<file path="src/rtl/led_sel_ctrl.sv">
// led_sel_ctrl
//   Front-end control for the LED driver. Two raw push-buttons are
//   synchronised (2 flops each) and debounced (a level change is accepted
//   after DEB_CYCLES consecutive stable cycles). A two-state mode FSM then
//   drives the 3-bit select bus:
//     MANUAL : sel is a binary counter stepped by each step-button press.
//     AUTO   : sel is a one-hot chaser advanced every TICK_CYCLES clocks.
//   A mode-button press toggles between the two modes.
//
//   Optional build macro LED_SEL_BOUNCE_EN: when defined, the AUTO chaser
//   ping-pongs (001 -> 010 -> 100 -> 010 -> 001 ...) instead of rotating.
//
// Ports
//   clk       in   system clock, rising edge
//   rst       in   synchronous reset, active-high
//   btn_step  in   raw step button (asynchronous, active-high)
//   btn_mode  in   raw mode button (asynchronous, active-high)
//   sel       out  [2:0] registered LED select bus
//   auto_mode out  registered mode flag, 1 = AUTO, 0 = MANUAL
module led_sel_ctrl #(
    parameter int DEB_CYCLES  = 1_000_000,
    parameter int TICK_CYCLES = 25_000_000
) (
    input  logic       clk,
    input  logic       rst,
    input  logic       btn_step,
    input  logic       btn_mode,
    output logic [2:0] sel,
    output logic       auto_mode
);

    localparam int            DW        = $clog2(DEB_CYCLES);
    localparam int            TW        = $clog2(TICK_CYCLES);
    localparam logic [DW-1:0] DEB_LAST  = DW'(DEB_CYCLES - 1);
    localparam logic [TW-1:0] TICK_LAST = TW'(TICK_CYCLES - 1);

    // Button lanes: bit 0 = step, bit 1 = mode.
    localparam int B_STEP = 0;
    localparam int B_MODE = 1;

    typedef enum logic {
        S_MANUAL = 1'b0,
        S_AUTO   = 1'b1
    } state_t;

    logic [1:0]    meta_q, sync_q;
    logic [1:0]    db_q, db_d;
    logic [DW-1:0] cnt_q [2];
    logic [DW-1:0] cnt_d [2];
    logic [1:0]    press;

    state_t        state_q, state_d;
    logic [2:0]    sel_q, sel_d;
    logic [TW-1:0] presc_q, presc_d;
`ifdef LED_SEL_BOUNCE_EN
    logic          dir_up_q, dir_up_d;
`endif

    // Debouncers. The press pulse is combinational so the FSM acts on the
    // very edge where the debounced level commits 0->1.
    always_comb begin
        for (int i = 0; i < 2; i++) begin
            db_d[i]  = db_q[i];
            cnt_d[i] = cnt_q[i];
            press[i] = 1'b0;
            if (sync_q[i] == db_q[i]) begin
                cnt_d[i] = '0;
            end else if (cnt_q[i] == DEB_LAST) begin
                db_d[i]  = sync_q[i];
                cnt_d[i] = '0;
                press[i] = sync_q[i];
            end else begin
                cnt_d[i] = cnt_q[i] + DW'(1);
            end
        end
    end

    // Mode FSM. A mode press always takes priority over a step press and
    // over a chaser tick landing on the same edge.
    always_comb begin
        state_d  = state_q;
        sel_d    = sel_q;
        presc_d  = presc_q;
`ifdef LED_SEL_BOUNCE_EN
        dir_up_d = dir_up_q;
`endif
        case (state_q)
            S_MANUAL: begin
                if (press[B_MODE]) begin
                    state_d  = S_AUTO;
                    sel_d    = 3'b001;
                    presc_d  = '0;
`ifdef LED_SEL_BOUNCE_EN
                    dir_up_d = 1'b1;
`endif
                end else if (press[B_STEP]) begin
                    sel_d = sel_q + 3'd1;
                end
            end
            S_AUTO: begin
                if (press[B_MODE]) begin
                    state_d = S_MANUAL;
                    presc_d = '0;
                end else if (presc_q == TICK_LAST) begin
                    presc_d = '0;
`ifdef LED_SEL_BOUNCE_EN
                    // Reverse at either end of the bar.
                    if (dir_up_q) begin
                        if (sel_q == 3'b100) begin
                            sel_d    = 3'b010;
                            dir_up_d = 1'b0;
                        end else begin
                            sel_d = {sel_q[1:0], 1'b0};
                        end
                    end else begin
                        if (sel_q == 3'b001) begin
                            sel_d    = 3'b010;
                            dir_up_d = 1'b1;
                        end else begin
                            sel_d = {1'b0, sel_q[2:1]};
                        end
                    end
`else
                    sel_d = {sel_q[1:0], sel_q[2]};
`endif
                end else begin
                    presc_d = presc_q + TW'(1);
                end
            end
            default: state_d = S_MANUAL;
        endcase
    end

    always_ff @(posedge clk) begin
        if (rst) begin
            meta_q   <= '0;
            sync_q   <= '0;
            db_q     <= '0;
            for (int i = 0; i < 2; i++) cnt_q[i] <= '0;
            state_q  <= S_MANUAL;
            sel_q    <= '0;
            presc_q  <= '0;
`ifdef LED_SEL_BOUNCE_EN
            dir_up_q <= 1'b1;
`endif
        end else begin
            meta_q   <= {btn_mode, btn_step};
            sync_q   <= meta_q;
            db_q     <= db_d;
            for (int i = 0; i < 2; i++) cnt_q[i] <= cnt_d[i];
            state_q  <= state_d;
            sel_q    <= sel_d;
            presc_q  <= presc_d;
`ifdef LED_SEL_BOUNCE_EN
            dir_up_q <= dir_up_d;
`endif
        end
    end

    assign sel       = sel_q;
    assign auto_mode = (state_q == S_AUTO);

endmodule

</file>
<file path="config.mk">
export PLATFORM = sky130hd
export DESIGN_NAME = led_sel_ctrl
export DESIGN_NICKNAME = d
export VERILOG_FILES = /design/src/rtl/led_sel_ctrl.sv
export SDC_FILE = /design/constraint.sdc
export NUM_CORES = 1
export LEC_CHECK = 0
export BUFFER_PORTS_ARGS = -buffer_cell sky130_fd_sc_hd__buf_2
export CAP_MARGIN = 10
export CORE_UTILIZATION = 30
export CTS_CLUSTER_SIZE = 28
export DETAILED_ROUTE_END_ITERATION = 7
export PLACE_DENSITY = 0.44
export SLEW_MARGIN = 20
export SYNTH_ARGS = -nofsm -noshare
export SYNTH_HDL_FRONTEND = slang
export SYNTH_SLANG_ARGS = --single-unit
</file>
<file path="constraint.sdc">
create_clock -name clk -period 3.5 [get_ports clk]
set_clock_uncertainty 0.15 [all_clocks]
set_input_delay 0.525 -clock clk [delete_from_list [all_inputs] [get_ports clk]]
set_output_delay 0.525 -clock clk [all_outputs]
set_load 0.1 [all_outputs]
</file>
Word-level counts from Yosys, hierarchy flattened
Memories as Yosys holds them, arrays and structs flattened. Index checks and enable logic that the tools add are counted.

Bits in registers: 35. Latch bits: 0. Bits in writable memories: 40. ROM bits: 0. Word-level logic and storage cells: 54. Memories kept: 1.

Add/sub/neg operators: 4. Multipliers: 0. Div/mod/pow operators: 0. Magnitude comparators: 0. Eq/ne operators: 9. Shifts and indexed selects: 0. Mux-type cells: 25. Bitwise logic cells: 5. Reduce and logical (&&, ||, !) cells: 3.

Memories: cnt_q (words 2, bits a word 20, read ports 2, clocked after Yosys merged registers in 0, wr ports 2, RTL line 48) `logic [DW-1:0] cnt_q [2];`.

Operators by type and width (number): 20-bit two-way mux (6); 25-bit two-way mux (3); 25-bit case mux with 2 select lines (1); 20-bit by 1-bit adder with 20-bit output, second input constant (2); 20-bit == test, second input constant (2); 25-bit by 1-bit adder with 25-bit output, second input constant (1); 25-bit == test, second input constant (1); 3-bit two-way mux (4); 1-bit two-way mux (9); 3-bit case mux with 2 select lines (1); 2-bit != test, second input constant (2); 2-bit AND reduction (2); 3-bit by 1-bit adder with 3-bit output, second input constant (1); 3-bit != test, second input constant (1); 1-bit NOT (3); 3-bit AND reduction (1); 1-bit == test (2); 2-bit by 1-bit != test with 1-bit output, second input constant (1); 1-bit bitwise OR (2); 1-bit case mux with 2 select lines (1).

Longest topological paths before layout
Depth in word-level cells: 6. Depth in mapped cells: 12. Depth with buffers taken out: 10.

Least setup slack after synthesis
OpenSTA, ideal clock, no wires.

Path type: reg-to-reg. From: memory cnt_q[0][20] (netlist bit). To: register presc_q[15]. Setup time: 75 ps. Data arrival time: 3029 ps. Path slack: 246 ps. Stages on the path, launching flop included: 13. Buffers on the path: 2. Cells stage by stage: dfxtp_1 ha_1 nand2_1 nor4_2 nand3_1 clkbuf_1 ha_1 clkbuf_1 nand4b_1 nor3_2 nand4_1 or3_1 o22ai_1.

RTL lines: from (decl) (RTL line 48); to (signal assigned) (RTL line 153) `presc_q <= presc_d;`; to (decl) (RTL line 54) `logic [TW-1:0] presc_q, presc_d;`.

==> results.md <==
- Main synth FF type: dfxtp_1
- Synth area leaders: dfxtp_1, xnor2_1, nor2_1, xor2_1, nor3_1
- Pins Over Slew Limit: 0
- Post-CTS Resized: 0
- Final setup vio count: 0
- Post-route ant nets: 0
- Tot Pwr: 1.80 mW
- Residual DRC count: 1
- CTS H-Tree Depth: 3
- P_leak: 1.24 nW
- GRT overflow: 0
- DRT iter0 DRCs: around 170
- Rows: 39
- Hold slack: 0.273 ns
- Largest net degree at the start of global routing: 34
- Core box area: about 12000 sq um
- Pre-antenna DRT Iters: 6
- Post-CTS Setup Inserts: 0
- Syn nets: 432
- Clock power share: between 50% and 60%
- Most frequent cells in the layout: dfxtp_1, nor2_1, xnor2_1
- Sequential fraction of the synthesis area: about two fifths
- Commonest non-fill, non-tap cell in the layout: dfxtp_1
- Worst-Margin Slew: roughly 0.70 ns
- Ant diodes: 0
- Final Util: a little over a third
- Hpwl dp: between 5000 and 6000 um
- Sw frac: about a fifth
- Vias in the first global route: 2686
- Area of the mapped netlist: approximately 3600 sq um
- IO Count: 8
- Setup tns final: 0 ns
- Pre-CTS WS: between 0.5 and 0.6 ns
- MaxCap Viol Count: 0
- F_max: ~0.34 GHz
- Total net switching power: between 0.3 and 0.4 mW
- Inst Count DP: roughly 560
- Via count: 2853
- Critical Path Source Type: register
- Worst skew pair latency: around 0.34 ns
- DIE HEIGHT: roughly 110 um
- PD cells: about 440 nW/um^2
- CP max FO: 7
- Final GP Congestion: ~0.74
- Area after DPL: about 3800 sq um
- Worst setup margin: 0.550 ns
- Initial Util: 31.3%
- Worst hold-check path type: in2reg
- Int Power: between 1 and 1.5 mW
- Clk slew on worst S/H paths: 0.06 ns
- Bufs on Longest Clock Path: 2
- Initial antenna violation count: 0
- Final hold vios: 0
- WP data arrival: 3.07 ns
- Combinational power share: between 1 and 1.5%
- Yosys warnings: 0
- Chip width: 112 um
- Hold_buf cts: 0
- Synthesis-to-finish area growth: 13.3%
- EDFF count, synth: 0
- Fraction of layout cells with a size suffix above 1: about 7.9%
- Num CTS Buffers: 9
- Register bit total from synthesis: 75
- Failing checks: DRC
- First-pass GRT wire length: about 13000 um
- Worst vdd ir: approximately 180 uV
- Synth unique cells: between 40 and 50
- Unrepaired setup endpoints after global routing: no
- Crit path required time: around 3.6 ns
- Worst setup EP type: register
- Die area: 12500 sq um
- Status: finished with violations
- TritonCTS clock tree: yes
- Yosys top cell area share: approximately 42%
- CTS sink cnt: 75
- Avg WL per Cell: around 13 um
- Final period util: 84.3%
- Mapped Cells: approximately 420
- Final non-filler cell area: 4100 sq um
- Period minus WS final: ~3 ns
- Setup Crit Path Kind: reg2reg
- Clock root buffer: clkbuf_16
- PortBufs: 7
- Synth Area per Inst: ~8.6 sq um
- Async set-reset flop share out of synthesis: 0%
- GRT Total Usage: 13.3%
- Final Non-Filler Cells: roughly 580
- Register share of total power: 47.6%
- Area leader, netlist: dfxtp_1
- Wirelength, routed: around 7400 um
- Slew HR: about 53%
- Drt via density: approximately 5
- Nets: 439
[state kept, by name, summed over array words and instances (netlist names)]
register,count
sync_q,2
presc_q,25
db_q,2
meta_q,2
cnt_q,40
auto_mode,1
sel,3
[synth_stat cells (all sizes together), types with 2 or more instances]
library cell / n
and2: 4
nand3: 27
nor4: 10
a41oi: 2
a21oi: 5
nor2b: 11
xor2: 19
ha: 6
o31a: 2
or4: 4
inv: 12
or3: 3
buf: 2
nor3: 32
a31oi: 6
mux2i: 2
nand4: 19
and3: 8
nor2: 60
dfxtp: 75
nand4b: 5
nand2b: 3
and4: 6
xnor2: 36
nand2: 34
clkbuf: 14
[kinds of logic after synthesis]
kind of cell / after synthesis / synth area share (%)
simple gates: 231 / 34.1
flops: 75 / 41.5
xor+xnor: 55 / 13.3
buf+inv: 28 / 3.05
compound gates: 24 / 4.99
fa+ha+maj: 6 / 2.08
mux: 3 / 0.969
[power by group through the flow]
stage	registers (mW)	clock network, mW	logic (mW)
2_1_floorplan	0.877	0	0.0142
4_1_cts	0.858	0.959	0.0206
3_3_place_gp	0.877	0	0.0209
6_report	0.858	0.926	0.0202
5_1_grt	0.858	0.995	0.0230
3_5_place_dp	0.877	0	0.0206
[final timing paths]
check / startpoint / to / slack, ns / cells past startpoint
max: cnt_q[0][20]$_SDFF_PP0_ / presc_q[15]$_SDFFE_PP0P_ / 0.55 / 11
min: btn_step / meta_q[0]$_SDFF_PP0_ / 0.27 / 2
max reg2reg: cnt_q[0][20]$_SDFF_PP0_ / presc_q[15]$_SDFFE_PP0P_ / 0.55 / 11
min reg2reg: meta_q[1]$_SDFF_PP0_ / sync_q[1]$_SDFF_PP0_ / 0.29 / 1
[metal layers]
| metal | GRT usage, % | share of wire (%) | vias up | wire (um) |
|---|---|---|---|---|
| met3 | 3.97 | 3.5 | 10 | 262 |
| met5 | 0 | 0 | - | 0 |
| met1 | 17.8 | 53 | 1312 | 3920 |
| met2 | 19.4 | 42 | 34 | 3090 |
| li1 | - | - | 1497 | - |
| met4 | 6.22 | 2.0 | 0 | 151 |
[critical path: stages, from the launching register on]
cell and delay [ns]:
dfxtp_1 0.37, ha_1 0.22, nand2_1 0.12, nor4_2 0.41
nand3_1 0.18, ha_1 0.23, nand4b_1 0.26, nor3_2 0.19
buf_4 0.18, nand4_1 0.12, or3_1 0.32, o22ai_1 0.12
[layout make-up]
type	instances	area [sq um]
clock inverters	2	35.0
inverters	12	45.0
clock buffers	13	260
repair buffers	12	72.6
well taps	143	179
multi-input cells	319	2000
fillers	1185	7470
flip-flops and latches	75	1500
Power figures use the tool's default switching activity.
